--- config.mk ---
export PLATFORM = sky130hd
export DESIGN_NAME = program_counter
export DESIGN_NICKNAME = d
export VERILOG_FILES = /design/src/rtl/program_counter.sv
export SDC_FILE = /design/constraint.sdc
export NUM_CORES = 1
export LEC_CHECK = 0
export BUFFER_PORTS_ARGS = -buffer_cell sky130_fd_sc_hd__buf_2
export CAP_MARGIN = 30
export CORE_MARGIN = 2
export CORE_UTILIZATION = 49
export DETAILED_ROUTE_END_ITERATION = 10
export PLACE_DENSITY = 0.78
export SLEW_MARGIN = 20
export SYNTH_ARGS = -nofsm -noshare
export SYNTH_HDL_FRONTEND = slang
export SYNTH_SLANG_ARGS = --single-unit
--- constraint.sdc ---
create_clock -name clk -period 2.6 [get_ports clk]
set_clock_uncertainty 0.05 [all_clocks]
set_input_delay 0.13 -clock clk [delete_from_list [all_inputs] [get_ports clk]]
set_output_delay 0.13 -clock clk [all_outputs]
set_load 0.005 [all_outputs]
--- src/rtl/program_counter.sv ---
// program_counter: 16-bit PC stage for the mos6502 core.
//   Updates pc each clock from the ps control word (HOLD/INC/REL/ABS).
//   Builds absolute jump targets from a latched low byte plus the current bus
//   byte. Drives the memory address bus through the PC/address-register mux.
//
// Ports:
//   clk         system clock, rising-edge active
//   reset       synchronous, active-high reset
//   ps[1:0]     PC control: 0 HOLD, 1 INC, 2 REL, 3 ABS
//   mm          address mux select: 0 PC_ADDR, 1 A_ADDR
//   lo_ld       latch data_in as low byte of the absolute target
//   data_in     memory read data (relative offset or target byte)
//   addr_reg    address-register value from the datapath
//   pc          current program counter (registered)
//   addr        memory address bus (combinational)
//   page_cross  branch page-cross flag (registered when enabled)
//
// Optional feature macro: PC_PAGECROSS_EN
//   defined   -> page_cross is set on a REL update that changes the high
//                byte relative to pc+1, cleared on every other edge
//   undefined -> page_cross is tied to 0 and no flop is built
module program_counter #(
  parameter logic [15:0] RESET_VEC = 16'h0000
) (
  input  logic        clk,
  input  logic        reset,
  input  logic [1:0]  ps,
  input  logic        mm,
  input  logic        lo_ld,
  input  logic [7:0]  data_in,
  input  logic [15:0] addr_reg,
  output logic [15:0] pc,
  output logic [15:0] addr,
  output logic        page_cross
);

  localparam logic [1:0] PS_HOLD = 2'd0;
  localparam logic [1:0] PS_INC  = 2'd1;
  localparam logic [1:0] PS_REL  = 2'd2;
  localparam logic [1:0] PS_ABS  = 2'd3;

  localparam logic MM_PC_ADDR = 1'b0;

  logic [7:0]  lo_q;
  logic [15:0] pc_inc;
  logic [15:0] pc_rel;
  logic [15:0] pc_next;

  // Offset is relative to the byte after the offset operand.
  assign pc_inc = pc + 16'd1;
  assign pc_rel = pc_inc + {{8{data_in[7]}}, data_in};

  // Next-pc selection.
  always_comb begin
    pc_next = pc;
    case (ps)
      PS_HOLD: pc_next = pc;
      PS_INC:  pc_next = pc_inc;
      PS_REL:  pc_next = pc_rel;
      PS_ABS:  pc_next = {data_in, lo_q};
      default: pc_next = pc;
    endcase
  end

  // PC and low-byte latch; ABS reads the old lo_q even when lo_ld fires.
  always_ff @(posedge clk) begin
    if (reset) begin
      pc   <= RESET_VEC;
      lo_q <= 8'h00;
    end else begin
      pc <= pc_next;
      if (lo_ld) begin
        lo_q <= data_in;
      end
    end
  end

`ifdef PC_PAGECROSS_EN
  // Flag a taken branch that lands on a different page than pc+1.
  always_ff @(posedge clk) begin
    if (reset) begin
      page_cross <= 1'b0;
    end else begin
      page_cross <= (ps == PS_REL) && (pc_rel[15:8] != pc_inc[15:8]);
    end
  end
`else
  assign page_cross = 1'b0;
`endif

  // Zero-latency address mux.
  assign addr = (mm == MM_PC_ADDR) ? pc : addr_reg;

endmodule

==> results.cfg, run 1 <==
[drt]
ant_nets = 0
drt_iter0_drc = 167
routed_wl_um = 7680
drtPass1Iterations = 5
vias = 2719
avgViaCountPerCell = 5.71
drcViolationCount = 0
wl_per_cell_um = 16.1

[final_layout]
finalNetCount = 459
synthToLayoutAreaGrowth_pct = 34.7
n_antenna_cell = 0
layout-drive-gt1-share_pct = 41.1
final_util_pct = 67.6

[logic_synthesis]
syn_area_per_cell_sq_um = 7.84
synth_area_sq_um = 2530
yosysSeqAreaShare_pct = 19.0
yosysUniqueCellTypes = 48
synth_top_area_share_pct = 19.0
synth_area_leaders = dfxtp_1 19%, ha_1 10%, xnor2_1 10%, mux2_2 6.7%, nor2_1 5.8%
synth_top_flop_cell = dfxtp_1
syn_inst = 323
yosysWarningCount = 0
ys_seq_elements = 24
synth_nets = 375
synth_largest_area_cell = dfxtp_1
ys_async_sr_fraction_pct = 0
synth_edf_count = 0

[timing]
tns_ps = 0
rsz0062_at_grt = yes
fin_crit_ps = 2550
final_hold_viol_count = 0
tightest_slew_ps = 538
setup_slack_ps = 53.5
relSlewSlack_pct = 64.1
fmax_mhz = 393
fin_crit_sh_pct = 97.9
setup_viol = 0
drv_slew = 0
hold_ws_ps = 84.7

[worst_setup_path]
max_stage_delay_ps = 400
cp.buffers_inverters = 1
path_max_fanout = 5
cp-start-kind = flop
criticalPathCategory = reg -> reg
critPathTopFamily = compound AO/OA/AOI/OAI gates
critPathRequiredTime_ps = 2720
worstPathArrival_ps = 2660
crit_path_cell_trace = ha_4 -> nand3_4 -> buf_4 -> xnor2_1 -> ha_1 -> o211ai_1 -> o21ai_2 -> a31oi_1 -> xor2_1 -> a2111oi_2
cp-end-kind = flop
critPathSlowestCell = a2111oi_2

[outcome]
status = finished, final reports clean

[floorplan]
die_y_um = 75.9
die_x_um = 75.9
core_sq_um = 5040
rows = 26
fp.dieArea_sq_um = 5760
io_pins = 63
start_util_pct = 50.2

[cts]
clk_latency_ps = 270
cts_root_buf = clkbuf_8
cts_tree = yes
htreeDepth = 1
clock_sink_count = 24
cts_buffer_depth = 2
cts_made_buffers = 3
clk_pin_slew_worst_paths_ps = 90

[place]
io_buffers = 61
place_worst_setup_slack_ps = -27.5
gp_congestion = 0.926
dpl.hpwl_um = 5680

[global_routing]
grt_max_degree = 27
grt_use_total_pct = 25.5
grt_pass1_vias = 2360
overflow = 0
antenna_found_initial = 0
grt_pass1_wl_um = 11100

[pwr]
power.leakage_nw = 1.55
ir_worst_vdd_v = 0.000254
cellPowerDensity_nw_per_um2 = 431

[run]
maxCapViolations = 0

[worst_hold_path]
hold_class = in -> reg
final timing paths:
path | from | to | slack (ps) | cells after the start
worst max register to register | pc[0]$_SDFFE_PP0P_ | pc[7]$_SDFFE_PP0P_ | 50 | 10
worst min register to register | lo_q[3]$_SDFFE_PP0P_ | pc[3]$_SDFFE_PP0P_ | 430 | 2
worst max-delay path | pc[0]$_SDFFE_PP0P_ | pc[7]$_SDFFE_PP0P_ | 50 | 10
worst min-delay path | data_in[1] | lo_q[1]$_SDFFE_PP0P_ | 80 | 3
synthesized netlist by cell type (2+ instances only):
cell type  number
clkbuf_2        4
a21o_1          4
clkbuf_1       12
mux2i_1        11
nand4_1         8
nand3_1        10
a211o_1         2
nand2_1        27
ha_1           21
o22ai_1         2
o21ai_0        16
inv_1           7
dfxtp_1        24
or3_1           2
buf_2           7
mux2_2         15
a311oi_1        3
a31oi_1         2
a2111oi_2       3
xnor2_1        30
nor3_2          2
nand2b_1        3
xor2_1         11
a41oi_1         2
o21a_1          4
nor2_1         39
o211ai_1        3
and3_1          2
a21oi_1        23
a211oi_1        6
per-layer routing:
layer	track usage [%]	up-vias	wire, um
li1	-	1304	-
met1	31.6	1288	3080
met2	46.6	113	4030
met3	3.97	14	459
met4	5.07	0	105
met5	0	-	0
state kept, by name, indices dropped and copies added, names as in the netlist:
register	count
lo_q	8
pc	16
per-stage QoR:
stage	area, sq um	power [mW]	std cells
floorplan	2550	0.845	323
global placement	3100	1.04	465
detailed placement	3100	1.06	465
CTS	3190	1.40	470
global route	3410	1.56	476
finish	3410	1.47	476
where the power goes:
part | internal [mW] | switching (mW) | leakage (nW)
Combinational | 0.340 | 0.361 | 1.31
Sequential | 0.400 | 0.0326 | 0.201
Clock | 0.206 | 0.130 | 0.0357
Total | 0.946 | 0.524 | 1.55
final cells by class:
class | count | area (sq um)
flip-flops and latches | 24 | 492
repair buffers | 104 | 636
clock inverters | 1 | 30.0
clock buffers | 3 | 41.3
fillers | 409 | 1630
inverters | 7 | 26.3
multi-input cells | 267 | 2100
well taps | 70 | 87.6
placed cells by master (no fill, tap or decap), types with 3 or more instances in the layout:
cell type / netlist / layout
nor3_2: 2 / 3
a21oi_1: 23 / 18
buf_4: 1 / 41
clkbuf_8: 0 / 3
xnor2_1: 30 / 26
dfxtp_2: 0 / 3
xnor2_2: 0 / 4
mux2i_1: 11 / 11
nand2_1: 27 / 25
inv_1: 7 / 7
mux2_2: 15 / 15
o21ai_1: 1 / 6
nor2_1: 39 / 37
xor2_1: 11 / 9
o211ai_1: 3 / 3
buf_2: 7 / 61
a21oi_2: 1 / 5
nand4_1: 8 / 8
nand3_1: 10 / 7
o21ai_0: 16 / 11
dfxtp_1: 24 / 19
a211oi_1: 6 / 6
nand2b_1: 3 / 3
o21a_1: 4 / 4
ha_1: 21 / 17
ha_4: 0 / 4
nand3_2: 0 / 3
a2111oi_2: 3 / 3
a21o_1: 4 / 4
worst min-delay path, stage by stage:
cell and delay [ps]:
buf_2 100, mux2i_1 60, nor2_1 80
cell families (layout without fill, tap and decap cells):
family,count (synthesis),count (layout),share of synthesized area (%)
AND/OR/NAND/NOR,102,102,19.6
AO/OA/AOI/OAI,75,75,19.4
XOR/XNOR,41,41,14.2
buffers and inverters,32,115,5.44
multiplexers,26,26,11.0
flip-flops,24,24,19.0
adder cells (fa/ha/maj),22,22,11.2
other,1,1,0.148
timing repair:
action	in CTS	in global routing
setup buffers	1	6
hold buffers	0	0
gates resized for setup	7	35
endpoints found under the hold margin	0	0
pin swaps	3	36
endpoints found under the setup margin	6	8
No activity file was read; power rests on OpenSTA's default activity.
==> run 2, diff against run 1 <==
--- a/config.mk
+++ b/config.mk
@@ -9,8 +9,10 @@
 export CAP_MARGIN = 30
 export CORE_MARGIN = 2
 export CORE_UTILIZATION = 49
+export CTS_CLUSTER_DIAMETER = 200
+export CTS_CLUSTER_SIZE = 16
 export DETAILED_ROUTE_END_ITERATION = 10
-export PLACE_DENSITY = 0.78
+export PLACE_DENSITY = 0.79
 export SLEW_MARGIN = 20
 export SYNTH_ARGS = -nofsm -noshare
 export SYNTH_HDL_FRONTEND = slang
==> results.cfg, run 2 (synthesized netlist as in run 1, its figures left out) <==
[outcome]
status = finished, violations left
violations = negative setup slack

[final_layout]
largestRegisters = pc x16, lo_q x8
regMostFlops = pc
largest_register_ffs = 16
n_antenna_cell = 0
synthToLayoutAreaGrowth_pct = 41.2
layout_common_cells = 61 x buf_2, 39 x buf_4, 35 x nor2_1
finalNetCount = 460
postLayoutCellArea_sq_um = 3570
layout-drive-gt1-share_pct = 45.7
final_common_cell = buf_2

[worst_setup_path]
critPathMostFrequentCell = nor2_4
max_stage_delay_ps = 400
path_max_fanout = 5
cp-start-kind = flop
cp-end-kind = flop
criticalPathCategory = reg -> reg
cp.buffers_inverters = 0
critPathTopFamily = compound AO/OA/AOI/OAI gates
critPathSlowestCell = a2111oi_2
critPathRequiredTime_ps = 2730
worstPathArrival_ps = 2770
crit_path_cell_trace = nand4_1 -> nor2_4 -> nand3_2 -> nor2_4 -> xor2_4 -> ha_4 -> a21oi_2 -> o21a_1 -> o21ai_1 -> xnor2_1 -> a2111oi_2

[timing]
setup_viol = 3
rsz0062_at_grt = yes
final_hold_viol_count = 0
drv_slew = 0
tns_ps = -69.2
fin_crit_sh_pct = 102
relSlewSlack_pct = 60.9
tightest_slew_ps = 586
fin_crit_ps = 2640
fmax_mhz = 379
setup_slack_ps = -39.2

[worst_hold_path]
hold_class = in -> reg

[drt]
wl_per_cell_um = 17.3
ant_nets = 0
drt_iter0_drc = 237
avgViaCountPerCell = 5.83
routed_wl_um = 8250
drcViolationCount = 0
drtPass1Iterations = 5
vias = 2781

[global_routing]
antenna_found_initial = 0
overflow = 0
grt_max_degree = 27
grt_pass1_wl_um = 11800
grt_use_total_pct = 27.0
grt_pass1_vias = 2481

[cts]
htreeDepth = 1
clk_latency_ps = 280
clk_pin_slew_worst_paths_ps = 100
cts_root_buf = clkbuf_8
clock_sink_count = 24
cts_made_buffers = 3
cts_buffer_depth = 2
cts_tree = yes

[floorplan]
fp.dieArea_sq_um = 5760
io_pins = 63
core_sq_um = 5040
start_util_pct = 50.2
rows = 26
die_x_um = 75.9
die_y_um = 75.9

[place]
dpl.hpwl_um = 5820
postPlaceCellArea_sq_um = 3080
io_buffers = 61
gp_congestion = 0.963

[pwr]
ir_worst_vdd_v = 0.000344
cellPowerDensity_nw_per_um2 = 427
power.leakage_nw = 1.59

[run]
maxCapViolations = 0
## run 2: cell count changes in the layout (fill, tap and decap cells not counted), moves of 3 or more
cell	previous run	this run
o21ai_0	11	8
ha_4	4	9
ha_1	17	12
xnor2_1	26	23
buf_6	2	5
## run 2: worst min-delay path: stages
cell and delay (ps):
buf_2 110, mux2i_1 70, nor2_1 70
## run 2: final timing paths
path                                              to                 start  cells after the start  slack [ps]
worst min-delay path            lo_q[1]$_SDFFE_PP0P_            data_in[1]                      3          90
worst min register to register    pc[3]$_SDFFE_PP0P_  lo_q[3]$_SDFFE_PP0P_                      2         440
worst max-delay path             pc[12]$_SDFFE_PP0P_    pc[0]$_SDFFE_PP0P_                     11         -40
worst max register to register   pc[12]$_SDFFE_PP0P_    pc[0]$_SDFFE_PP0P_                     11         -40
## run 2: area by class of cell
| cell class | count | area (sq um) |
|---|---|---|
| Inverter | 7 | 26.3 |
| Fill cell | 368 | 1470 |
| Multi-Input combinational cell | 267 | 2240 |
| Sequential cell | 24 | 497 |
| Tap cell | 70 | 87.6 |
| Timing Repair Buffer | 105 | 654 |
| Clock inverter | 1 | 30.0 |
| Clock buffer | 3 | 41.3 |
## run 2: timing repair
action                                  CTS  global route
endpoints found under the setup margin    7             9
hold buffers                              0             0
gates resized for setup                  15            55
pin swaps                                 3            39
gates cloned                              0             0
buffers inserted                          2             8
## run 2: per-layer routing
| layer | routed length (um) | part of all wire, % | global-route usage [%] |
|---|---|---|---|
| met5 | 0 | 0 | 0 |
| met4 | 158 | 1.9 | 9.16 |
| met3 | 467 | 5.7 | 4.63 |
| met2 | 4370 | 53 | 47.5 |
| met1 | 3260 | 39 | 33.1 |
## run 2: power by group
group	internal [mW]	leakage (nW)	switching, mW	total (mW)
clock network	0.206	0.0357	0.143	0.349
logic	0.360	1.35	0.382	0.742
registers	0.401	0.202	0.0362	0.437
total	0.967	1.59	0.561	1.53
## run 2: per-stage QoR
step	setup slack (ps)	hold WS, ps	instances	power (mW)	util [%]
global route	-151	104	477	1.60	70.9
floorplan	9.18	227	323	0.845	-
finish	-39.2	91.6	477	1.53	70.9
detailed placement	-126	381	463	1.05	61.2
global placement	-59.3	360	463	1.04	61.2
CTS	0.0535	93.5	469	1.41	63.9
